<file path="src/rtl/gb_cpu_opcode_fetch.sv">
// gb_cpu_opcode_fetch
// Fetches opcode bytes from the memory bus, folds a 0xCB prefix into cb_prefix
// and hands {opcode, cb_prefix, op_pc} to the decoder over a valid/ready handshake.
// Owns the program counter. Accepts PC redirects (pc_load) and a HALT stall.
// Optional feature macro: GB_CPU_HALT_BUG_EN -- a halt_bug strobe makes the next
// completed byte fetch leave pc unchanged, so that byte is fetched twice.
module gb_cpu_opcode_fetch #(
    parameter logic [15:0] RESET_PC  = 16'h0000,
    parameter logic [7:0]  CB_OPCODE = 8'hCB
) (
    input  logic        clk,
    input  logic        rst_n,
    output logic        mem_rd,
    output logic [15:0] mem_addr,
    input  logic [7:0]  mem_rdata,
    input  logic        mem_rvalid,
    output logic        op_valid,
    input  logic        op_ready,
    output logic [7:0]  opcode,
    output logic        cb_prefix,
    output logic [15:0] op_pc,
    output logic [15:0] pc,
    input  logic        pc_load,
    input  logic [15:0] pc_load_addr,
    input  logic        halt,
    input  logic        halt_bug
);

    typedef enum logic {
        ST_FETCH   = 1'b0,
        ST_PRESENT = 1'b1
    } state_t;

    state_t      state_reg, state_next;
    logic [15:0] pc_reg, pc_next;
    logic [15:0] op_pc_reg, op_pc_next;
    logic [7:0]  opcode_reg, opcode_next;
    logic        mem_rd_reg, mem_rd_next;
    logic        op_valid_reg, op_valid_next;
    logic        cb_prefix_reg, cb_prefix_next;
    logic        cb_pending_reg, cb_pending_next;

    logic        fetch_done;
    logic        is_prefix;
    logic [15:0] pc_step;

    // A byte only counts when we actually asked for it; stray strobes are ignored.
    assign fetch_done = (state_reg == ST_FETCH) && mem_rd_reg && mem_rvalid;
    // A second 0xCB after a prefix is an ordinary suffix byte, never a new prefix.
    assign is_prefix  = !cb_pending_reg && (mem_rdata == CB_OPCODE);

`ifdef GB_CPU_HALT_BUG_EN
    logic hb_armed_reg;

    // Arms on halt_bug; consumed by the next completed byte fetch, dropped on redirect.
    always_ff @(posedge clk) begin
        if (!rst_n) begin
            hb_armed_reg <= 1'b0;
        end else if (pc_load) begin
            hb_armed_reg <= 1'b0;
        end else if (halt_bug) begin
            hb_armed_reg <= 1'b1;
        end else if (fetch_done) begin
            hb_armed_reg <= 1'b0;
        end
    end

    assign pc_step = hb_armed_reg ? 16'd0 : 16'd1;
`else
    logic unused_halt_bug;
    assign unused_halt_bug = halt_bug;
    assign pc_step         = 16'd1;
`endif

    // State register plus the datapath registers that travel with it.
    always_ff @(posedge clk) begin
        if (!rst_n) begin
            state_reg      <= ST_FETCH;
            pc_reg         <= RESET_PC;
            op_pc_reg      <= RESET_PC;
            opcode_reg     <= 8'h00;
            mem_rd_reg     <= 1'b0;
            op_valid_reg   <= 1'b0;
            cb_prefix_reg  <= 1'b0;
            cb_pending_reg <= 1'b0;
        end else begin
            state_reg      <= state_next;
            pc_reg         <= pc_next;
            op_pc_reg      <= op_pc_next;
            opcode_reg     <= opcode_next;
            mem_rd_reg     <= mem_rd_next;
            op_valid_reg   <= op_valid_next;
            cb_prefix_reg  <= cb_prefix_next;
            cb_pending_reg <= cb_pending_next;
        end
    end

    // Next-state logic: redirect always returns to FETCH; otherwise fetch -> present -> fetch.
    always_comb begin
        state_next = state_reg;
        if (pc_load) begin
            state_next = ST_FETCH;
        end else begin
            case (state_reg)
                ST_FETCH:   if (fetch_done && !is_prefix) state_next = ST_PRESENT;
                ST_PRESENT: if (op_valid_reg && op_ready) state_next = ST_FETCH;
                default:    state_next = ST_FETCH;
            endcase
        end
    end

    // Output/datapath next values; mem_rd is registered so a redirect drops it for one cycle.
    always_comb begin
        pc_next         = pc_reg;
        op_pc_next      = op_pc_reg;
        opcode_next     = opcode_reg;
        mem_rd_next     = mem_rd_reg;
        op_valid_next   = op_valid_reg;
        cb_prefix_next  = cb_prefix_reg;
        cb_pending_next = cb_pending_reg;
        if (pc_load) begin
            pc_next         = pc_load_addr;
            op_valid_next   = 1'b0;
            cb_pending_next = 1'b0;
            mem_rd_next     = 1'b0;
        end else begin
            case (state_reg)
                ST_FETCH: begin
                    if (!mem_rd_reg) begin
                        // Halt only gates the start of a new instruction, never a suffix.
                        if (!(halt && !cb_pending_reg)) mem_rd_next = 1'b1;
                    end else if (mem_rvalid) begin
                        pc_next = pc_reg + pc_step;
                        if (!cb_pending_reg) op_pc_next = pc_reg;
                        if (is_prefix) begin
                            cb_pending_next = 1'b1;
                        end else begin
                            opcode_next     = mem_rdata;
                            cb_prefix_next  = cb_pending_reg;
                            op_valid_next   = 1'b1;
                            cb_pending_next = 1'b0;
                            mem_rd_next     = 1'b0;
                        end
                    end
                end
                ST_PRESENT: begin
                    mem_rd_next = 1'b0;
                    if (op_valid_reg && op_ready) op_valid_next = 1'b0;
                end
                default: mem_rd_next = 1'b0;
            endcase
        end
    end

    assign mem_rd    = mem_rd_reg;
    assign mem_addr  = pc_reg;
    assign pc        = pc_reg;
    assign op_valid  = op_valid_reg;
    assign opcode    = opcode_reg;
    assign cb_prefix = cb_prefix_reg;
    assign op_pc     = op_pc_reg;

endmodule

</file>
<file path="config.mk">
export PLATFORM = sky130hd
export DESIGN_NAME = gb_cpu_opcode_fetch
export DESIGN_NICKNAME = d
export VERILOG_FILES = /design/src/rtl/gb_cpu_opcode_fetch.sv
export SDC_FILE = /design/constraint.sdc
export NUM_CORES = 1
export LEC_CHECK = 0
export BUFFER_PORTS_ARGS = -buffer_cell sky130_fd_sc_hd__buf_2
export CORE_MARGIN = 8
export CORE_UTILIZATION = 45
export CTS_CLUSTER_SIZE = 14
export DETAILED_ROUTE_END_ITERATION = 8
export GPL_ROUTABILITY_DRIVEN = 0
export PLACE_DENSITY = 0.86
export SLEW_MARGIN = 20
export SYNTH_ARGS = -nofsm -noshare
export SYNTH_HDL_FRONTEND = slang
export SYNTH_SLANG_ARGS = --single-unit
</file>
<file path="constraint.sdc">
create_clock -name clk -period 4.35 [get_ports clk]
set_clock_uncertainty 0.2 [all_clocks]
set_input_delay 0.2175 -clock clk [delete_from_list [all_inputs] [get_ports clk]]
set_output_delay 0.2175 -clock clk [all_outputs]
set_load 0.02 [all_outputs]
</file>
==> results of run 1 <==
worst register-to-register path, stage by stage (launching register included):
cell and delay, ns:
dfxtp_1 0.46, nand4bb_1 0.45, nor2_4 0.51, nand2_1 0.09, a21boi_0 0.17
final cells by class:
class                   count  share of cell area, %
repair buffers            100                  19.88
multi-input cells         172                  40.86
flip-flops and latches     45                  31.94
inverters                   5                 0.6655
well taps                  70                  3.106
clock buffers               6                  2.928
clock inverters             2                 0.6211
repair_timing:
action | in CTS | in global routing
hold buffers | 12 | 0
gates resized for setup | 0 | 0
hold endpoints to repair | 13 | 0
per-stage QoR:
| stage | setup WS [ns] | hold slack (ns) | area (um^2) | std cells | utilization, % |
|---|---|---|---|---|---|
| 2_1_floorplan | 2.541 | 0.1624 | 2267 | 251 | - |
| 3_3_place_gp | 2.393 | 0.2384 | 2600 | 380 | 52.24 |
| 3_5_place_dp | 2.353 | 0.2450 | 2600 | 380 | 52.24 |
| 4_1_cts | 2.376 | 0.002691 | 2820 | 400 | 56.66 |
| 5_1_grt | 2.122 | 0.01447 | 2820 | 400 | 56.66 |
| 6_report | 2.388 | 0.002393 | 2820 | 400 | 56.66 |
worst min-delay path by stage:
stage / from / slack, ns / to / depth (start not counted)
2_1_floorplan: mem_rdata[4] / 0.16 / opcode[4]$_SDFFE_PN0P_ / 2
3_3_place_gp: op_pc[7]$_SDFFE_PN0P_ / 0.24 / op_pc[7]$_SDFFE_PN0P_ / 2
3_5_place_dp: op_pc[7]$_SDFFE_PN0P_ / 0.25 / op_pc[7]$_SDFFE_PN0P_ / 2
4_1_cts: mem_rdata[5] / 0.003 / opcode[5]$_SDFFE_PN0P_ / 3
5_1_grt: mem_rdata[0] / 0.01 / opcode[0]$_SDFFE_PN0P_ / 2
6_report: pc_load_addr[10] / 0.002 / mem_addr[10]$_SDFFE_PN0P_ / 3
layout by cell type, fill, tap and decap left out, types with 5 or more instances in the layout:
cell type and count:
a21boi_0 16, a21oi_1 14, buf_2 88, clkbuf_8 6
dfxtp_1 45, dlygate4sd3_1 12, inv_1 5, nand2_1 46
nand2b_1 5, nor3_1 6, o21ai_0 13, xnor2_1 8
per-layer routing:
metal  up-vias  share of wire, %  track usage [%]
li1       1025                 -                -
met4         0               2.0            7.825
met5         -                 0                0
met2        51                50            28.66
met1       935                42            18.20
met3         9               5.9            4.151
power breakdown:
group | total, uW | switching, uW | leakage [uW] | internal [uW]
clock | 282 | 150 | 0.0000518 | 132
combinational | 131 | 76.3 | 0.000791 | 55.0
sequential | 451 | 25.1 | 0.000367 | 426
total | 865 | 252 | 0.00121 | 613
cell families (layout without fill, tap and decap cells):
kind of cell / count (synthesis) / in the layout
AOI/OAI and AO/OA: 63 / 63
xor gates and xnor gates: 10 / 10
adders and majority gates: 1 / 1
buffers and inverters: 34 / 113
DFF: 45 / 45
muxes: 4 / 4
and+or+nand+nor: 94 / 94
==> impl_summary.md, run 1 <==
Worst setup path
The type of destination of the critical path is a flip-flop. The startpoint kind of the worst setup timing path is a flip-flop. The required time of the critical path is 4.37 ns. Together, buffers and inverters on the worst path number 0. The maximum cell stage delay along the critical path is 0.50 ns.

Grouping stages by cell kind, the critical path spends the most delay in simple AND/OR/NAND/NOR gates. The destination of the critical timing path is op_pc[13]$_SDFFE_PN0P_. The startpoint of the worst-slack reg-to-reg timing path is mem_rd$_SDFF_PP0_. Of all nets on the critical path, the largest fanout is 16.

The worst reg2reg path depth is 4. The cell with the biggest individual delay on the critical path is nor2_4. The worst setup path is of the reg2reg kind.

Data on the critical path arrives at its endpoint at 1.99 ns. The critical path crosses 4 cells after its start point. The beginning of the critical path is mem_rd$_SDFF_PP0_. Traced cell by cell, the critical path runs through nand4bb_1 > nor2_4 > nand2_1 > a21boi_0. The register-to-register path setup slack is 2.39 ns. In this run the critical register-to-register path is captured at op_pc[13]$_SDFFE_PN0P_.

Detailed routing
The detailed router finished its first iteration with 68 violations. The final routed wire length divided by cell count is 15.02 um. The wire length after detailed routing is 6.007 mm.

After detailed routing, the number of remaining DRC violations is 0. The first detailed-routing pass ran for 5 iterations. The routed layout has 2020 vias.

The residual antenna-violating net count after detailed routing is 0. After detailed routing, the number of vias per cell comes to 5.050.

Status
The flow ran to the end, and the final reports show no timing, DRC or antenna violations.

Synth
The number of nets in the synthesized netlist is 283. By count the netlist is led by 46 x nand2_1, 45 x dfxtp_1, 16 x a21boi_0, 16 x buf_4, 14 x a21oi_1. Averaged over all synthesized cells, the footprint is 9.033 um^2. The number of instances in the synthesized netlist is 251. After Yosys synthesis, and, or, nand and nor cells account for 25.11% of the synthesized area. The number of different library cells used by synthesis comes to 53.

Summing the areas of all compound-gate instances in the mapped netlist gives 19.48% of the synthesized area. The fraction of synthesized area in multiplexers is 1.821%. Sorting the synthesized cells by area gives the leading types as dfxtp_1 40%, nand2_1 7.6%, a21boi_0 5.3%.

The sequential cell area fraction in the yosys report is 39.74%. Of the post-synthesis cell area, the dominant cell type holds 39.74%. In this run the cell area of the synthesized design comes to 2267 um^2. The biggest area consumer among synthesized cells is dfxtp_1.

The number of enable-type register cells in the synthesized netlist is 0. Counting flops and latches in the post-synthesis netlist gives 45. Summing the areas of all fa, ha and maj instances in the mapped netlist gives 0.5519% of the synthesized area.

The number of warnings printed during yosys synthesis is 0. After Yosys synthesis, XOR and XNOR cells account for 3.863% of the synthesized area. The dominant combinational cell family by area after synthesis is simple AND/OR/NAND/NOR gates. The most repeated cell in the gate-level netlist after synthesis is nand2_1. The share of async-settable or async-resettable flops after synthesis is 0%.

The commonest register cell after synthesis is dfxtp_1.

Timing
At the pin with the least slew margin, the transition time is 0.6437 ns. The max-slew violation count was 0. The worst path uses 45.10% of the clock period. The total of endpoints with negative setup slack in the final report is 0. The number of hold violations in the final report is 0.

Based on the critical path, the design can be clocked at up to 509.7 MHz. The worst pin sits at a relative slew slack of 57.09%. After layout, the minimum clock period comes to 1.962 ns. The aggregate negative setup slack is 0 ns. Setup repair after global routing left no endpoint under its margin.

Power
The leakage power of the design is 0.001210 uW. The worst-case IR drop observed on VDD is 0.0001872 V. Overall power consumption after layout is estimated at 864.8 uW.

In this run the power density over the cells is 306.6 nW/um^2.

Floorplan
The overall die height is 86.98 um. The die area is 7566 um^2. The die span in x is 86.98 um. The count of pins on the block boundary is 90. The initialized floorplan defines 26 standard-cell rows.

The total area inside the core boundary comes to 4977 um^2. The effective utilization at floorplan is 45.55%.

Finish
Summing all flip-flop and latch instances after layout gives 900.9 um^2. The final layout net count is 361. The relative area change from synthesis to final layout is 24.39%. The combined area of the multi-input logic cells is 1152 um^2.

The share of cells above drive strength 1 is 35.15%. The filler cells instantiated in the layout total 481. The number of diodes added for antenna fixing is 0.

Global routing
The wire length of the first global-routing pass is 9.894 mm. The global route total overflow is 0. The all-layer global routing usage is 16.45%. The number of global-route vias before repair was 2042. The initial antenna violation count is 0.

Entering global routing, the biggest net connects 44 pins.

Job
The count of max-cap constraint violations is 0.

Place
The number of buffer cells added on primary ports is 88. Once detailed placement completed, the half-perimeter wirelength came to 4.326 mm.

Clock network
The clock tree from TritonCTS is yes. The cell at the root of the clock tree is clkbuf_8. Clock tree synthesis found a total of 45 sinks. The H-tree was split into 2 levels. Counting the buffers created by CTS gives 5. The clock transition at the registers of the reported paths is 0.10 ns.

The worst-case clock buffer depth is 2. Post-CTS timing repair inserted 0 buffers for setup. Clock latency on the worst-skew pair, taken at its later pin, is 0.31 ns.

Min path
The type of the tightest min-delay check is in2reg.
No activity file was read; power rests on OpenSTA's default activity.
==> inputs of run 2 (changes only) <==
==> constraint.sdc (replaced) <==
create_clock -name clk -period 1.9 [get_ports clk]
set_clock_uncertainty 0.2 [all_clocks]
set_input_delay 0.095 -clock clk [delete_from_list [all_inputs] [get_ports clk]]
set_output_delay 0.095 -clock clk [all_outputs]
set_load 0.02 [all_outputs]
==> impl_summary.md, run 2 (same netlist as run 1, synthesis figures left out) <==
Floorplan
The die span in x is 86.98 um. During I/O placement, the number of pins put on the boundary was 90. The die covers 7566 um^2. The effective utilization at floorplan is 45.55%. The overall die height is 86.98 um. The initialized floorplan defines 26 standard-cell rows. The core region is 4977 um^2.

Detailed routing
In the routed design, unresolved DRC markers number 0. The wire length after detailed routing is 6.968 mm. Dividing the detail-routed wire length by the instance count gives 16.17 um.

The residual antenna-violating net count after detailed routing is 0. The first routing iteration left 243 violations. The number of iterations in the first detailed-routing pass is 5.

For this block, the via count after detailed routing is 2251. The via count normalized by instance count is 5.223.

Timing
Setup violations remaining at the end of the flow were counted as 0. Setup repair after global routing left no endpoint under its margin. Of the available clock period, the critical path in the final layout requires 95.12%. Derived from the worst setup path, the maximum achievable clock frequency is 553.3 MHz. The number of hold violations in the final report is 0.

The actual transition at the worst max-transition pin is 0.4611 ns. After routing, the total negative slack on setup checks comes to 0 ns. The worst path needs 1.807 ns of the cycle, external delays included. The max-slew violation count is 0. The worst max-slew margin expressed relative to the limit is 69.22%.

Worst setup path
The startpoint kind of the worst setup timing path is a primary input. The setup check on the worst reg-to-reg path leaves a slack of 0.12 ns. The signal arrival time at the worst endpoint is 1.85 ns. For the worst flop-to-flop path, the logic depth is 4.

The worst register-to-register path ends at mem_addr[0]$_SDFFE_PN0P_. The required time of the critical path is 1.94 ns. Of all nets on the critical path, the largest fanout is 22. The class of the most critical setup path is in2reg.

The startpoint of the worst-slack reg-to-reg timing path is mem_rd$_SDFF_PP0_. The worst setup path is captured at a flip-flop.

Power
The worst supply voltage drop on vdd is 0.0003551 V. The net switching power is 577.8 uW. Cell internal power was estimated by the tool at 1530 uW.

The portion of total power attributed to sequential cells is 48.0%. Of the total power, combinational logic draws 18.5%. Dividing total power by cell area gives a power density of 674.1 nW/um^2. The power share of the clock group is 33.6%. Summed over all cells, the static leakage comes to 0.001360 uW.

The fraction of power spent switching nets is 27.42%.

Min path
The worst hold path passes through 2 cells. The type of the tightest min-delay check is in2reg. The worst hold path begins at pc_load. The path with the worst hold slack has its endpoint at mem_addr[3]$_SDFFE_PN0P_.

Place
In this run the cell area measured after placement is 2698 um^2. In this run the tool buffered the top-level ports with 88 buffer cells. The HPWL reported at the end of detailed placement is 4.548 mm.

Finish
The repair_antennas step left the layout with diodes totalling 0. The area occupied by registers is 900.9 um^2. The multi-input combinational cells in the finished layout cover a total of 1160 um^2.

The final-layout fill cell count is 410. The net count of the finished layout is 393. The share of cells above drive strength 1 is 36.01%.

In the layout the commonest cells are 88 x buf_2, 46 x nand2_1, 45 x dfxtp_1. The utilization after layout is 62.82%. The relative area change from synthesis to final layout is 37.91%.

The total non-filler cell area in the finished layout is 3127 um^2. Leaving out fill and tap cells, the most frequent cell in the layout is buf_2.

Job
Max-cap violations in this run came to 0.

Clock network
Clock latency on the worst-skew pair, taken at its later pin, is 0.30 ns. The clock transition at the registers of the reported paths is 0.09 ns. The clock sink count is 45. The cell at the root of the clock tree is clkbuf_8. The clock tree from TritonCTS is yes.

The maximum level of the CTS H-tree is 2. Counting the buffers created by CTS gives 5. The worst-case clock buffer depth is 2.

Global routing
The global route total overflow is 0. The all-layer global routing usage is 18.19%. The wire length of the first global-routing pass is 10.85 mm. The initial antenna violation count was 0. The number of global-route vias before repair is 2227. The maximum number of pins on one net before global-route repair is 23.

Status
The run finished with clean final reports.
-- run 2: cell types whose count changed in the layout (fill, tap and decap cells not counted) --
cell,before,now
dlygate4sd3_1,12,29
buf_4,0,14
buf_12,0,1
bufinv_16,0,1
clkbuf_8,6,5
clkinv_2,0,1
clkinv_4,1,0
inv_6,1,0
nand3_2,2,1
nand3_4,0,1
-- run 2: worst max path at each step --
| stage | startpoint | cells past startpoint | slack [ns] | to |
|---|---|---|---|---|
| after global placement | mem_rd$_SDFF_PP0_ | 4 | 0.15 | op_pc[9]$_SDFFE_PN0P_ |
| after floorplan | mem_addr[0]$_SDFFE_PN0P_ | 4 | 0.09 | mem_addr[14]$_SDFFE_PN0P_ |
| after detailed placement | mem_rd$_SDFF_PP0_ | 4 | 0.09 | op_pc[10]$_SDFFE_PN0P_ |
| after CTS | mem_rd$_SDFF_PP0_ | 4 | 0.06 | op_pc[10]$_SDFFE_PN0P_ |
| final | rst_n | 6 | 0.09 | mem_addr[15]$_SDFFE_PN0P_ |
| after global routing | rst_n | 6 | 0.02 | mem_addr[15]$_SDFFE_PN0P_ |
-- run 2: area by class of cell --
type / count / share of cell area [%]
multi-input combinational: 172 / 37.09
sequential: 45 / 28.81
timing repair buffer: 132 / 27.37
tap: 70 / 2.801
clock buffer: 5 / 2.201
clock inverter: 2 / 1.120
inverter: 5 / 0.6002
-- run 2: timing repair --
| action | CTS | global route |
|---|---|---|
| gates resized for setup | 0 | 1 |
| endpoints found under the setup margin | 0 | 16 |
| endpoints found under the hold margin | 27 | 0 |
| hold buffers | 29 | 0 |
| setup buffers | 0 | 2 |
-- run 2: critical path, cell delays in order --
cell,delay (ns)
dlygate4sd3_1,0.55
buf_2,0.34
nand2b_1,0.26
nor3b_1,0.28
a41oi_1,0.18
o211ai_1,0.13
-- run 2: through the flow --
| stage | instances | hold slack, ns | worst slack [ns] | power [uW] |
|---|---|---|---|---|
| after floorplan | 251 | 0.03992 | 0.09090 | 1249 |
| after global placement | 393 | 0.1625 | 0.1489 | 1355 |
| after detailed placement | 393 | 0.1610 | 0.09023 | 1362 |
| after CTS | 429 | 0.01632 | 0.06387 | 2100 |
| after global routing | 431 | 0.04113 | 0.01509 | 2193 |
| final | 431 | 0.03011 | 0.09280 | 2108 |
-- run 2: metal layers --
layer  wire length, um  track usage [%]  share of wire, %  vias up
met5                 0                0                 0        -
met2              3521            30.46                51      100
met3               523            5.377               7.5       21
met1              2690            19.98                39     1044
met4               233            10.49               3.3        0
li1                  -                -                 -     1086
-- run 2: power groups by stage --
stage	Clock, uW	Sequential, uW	Combinational [uW]
3_5_place_dp	0	1030	330
5_1_grt	759	1020	419
2_1_floorplan	0	1080	171
3_3_place_gp	0	1030	325
6_report	708	1010	389
4_1_cts	713	1010	378
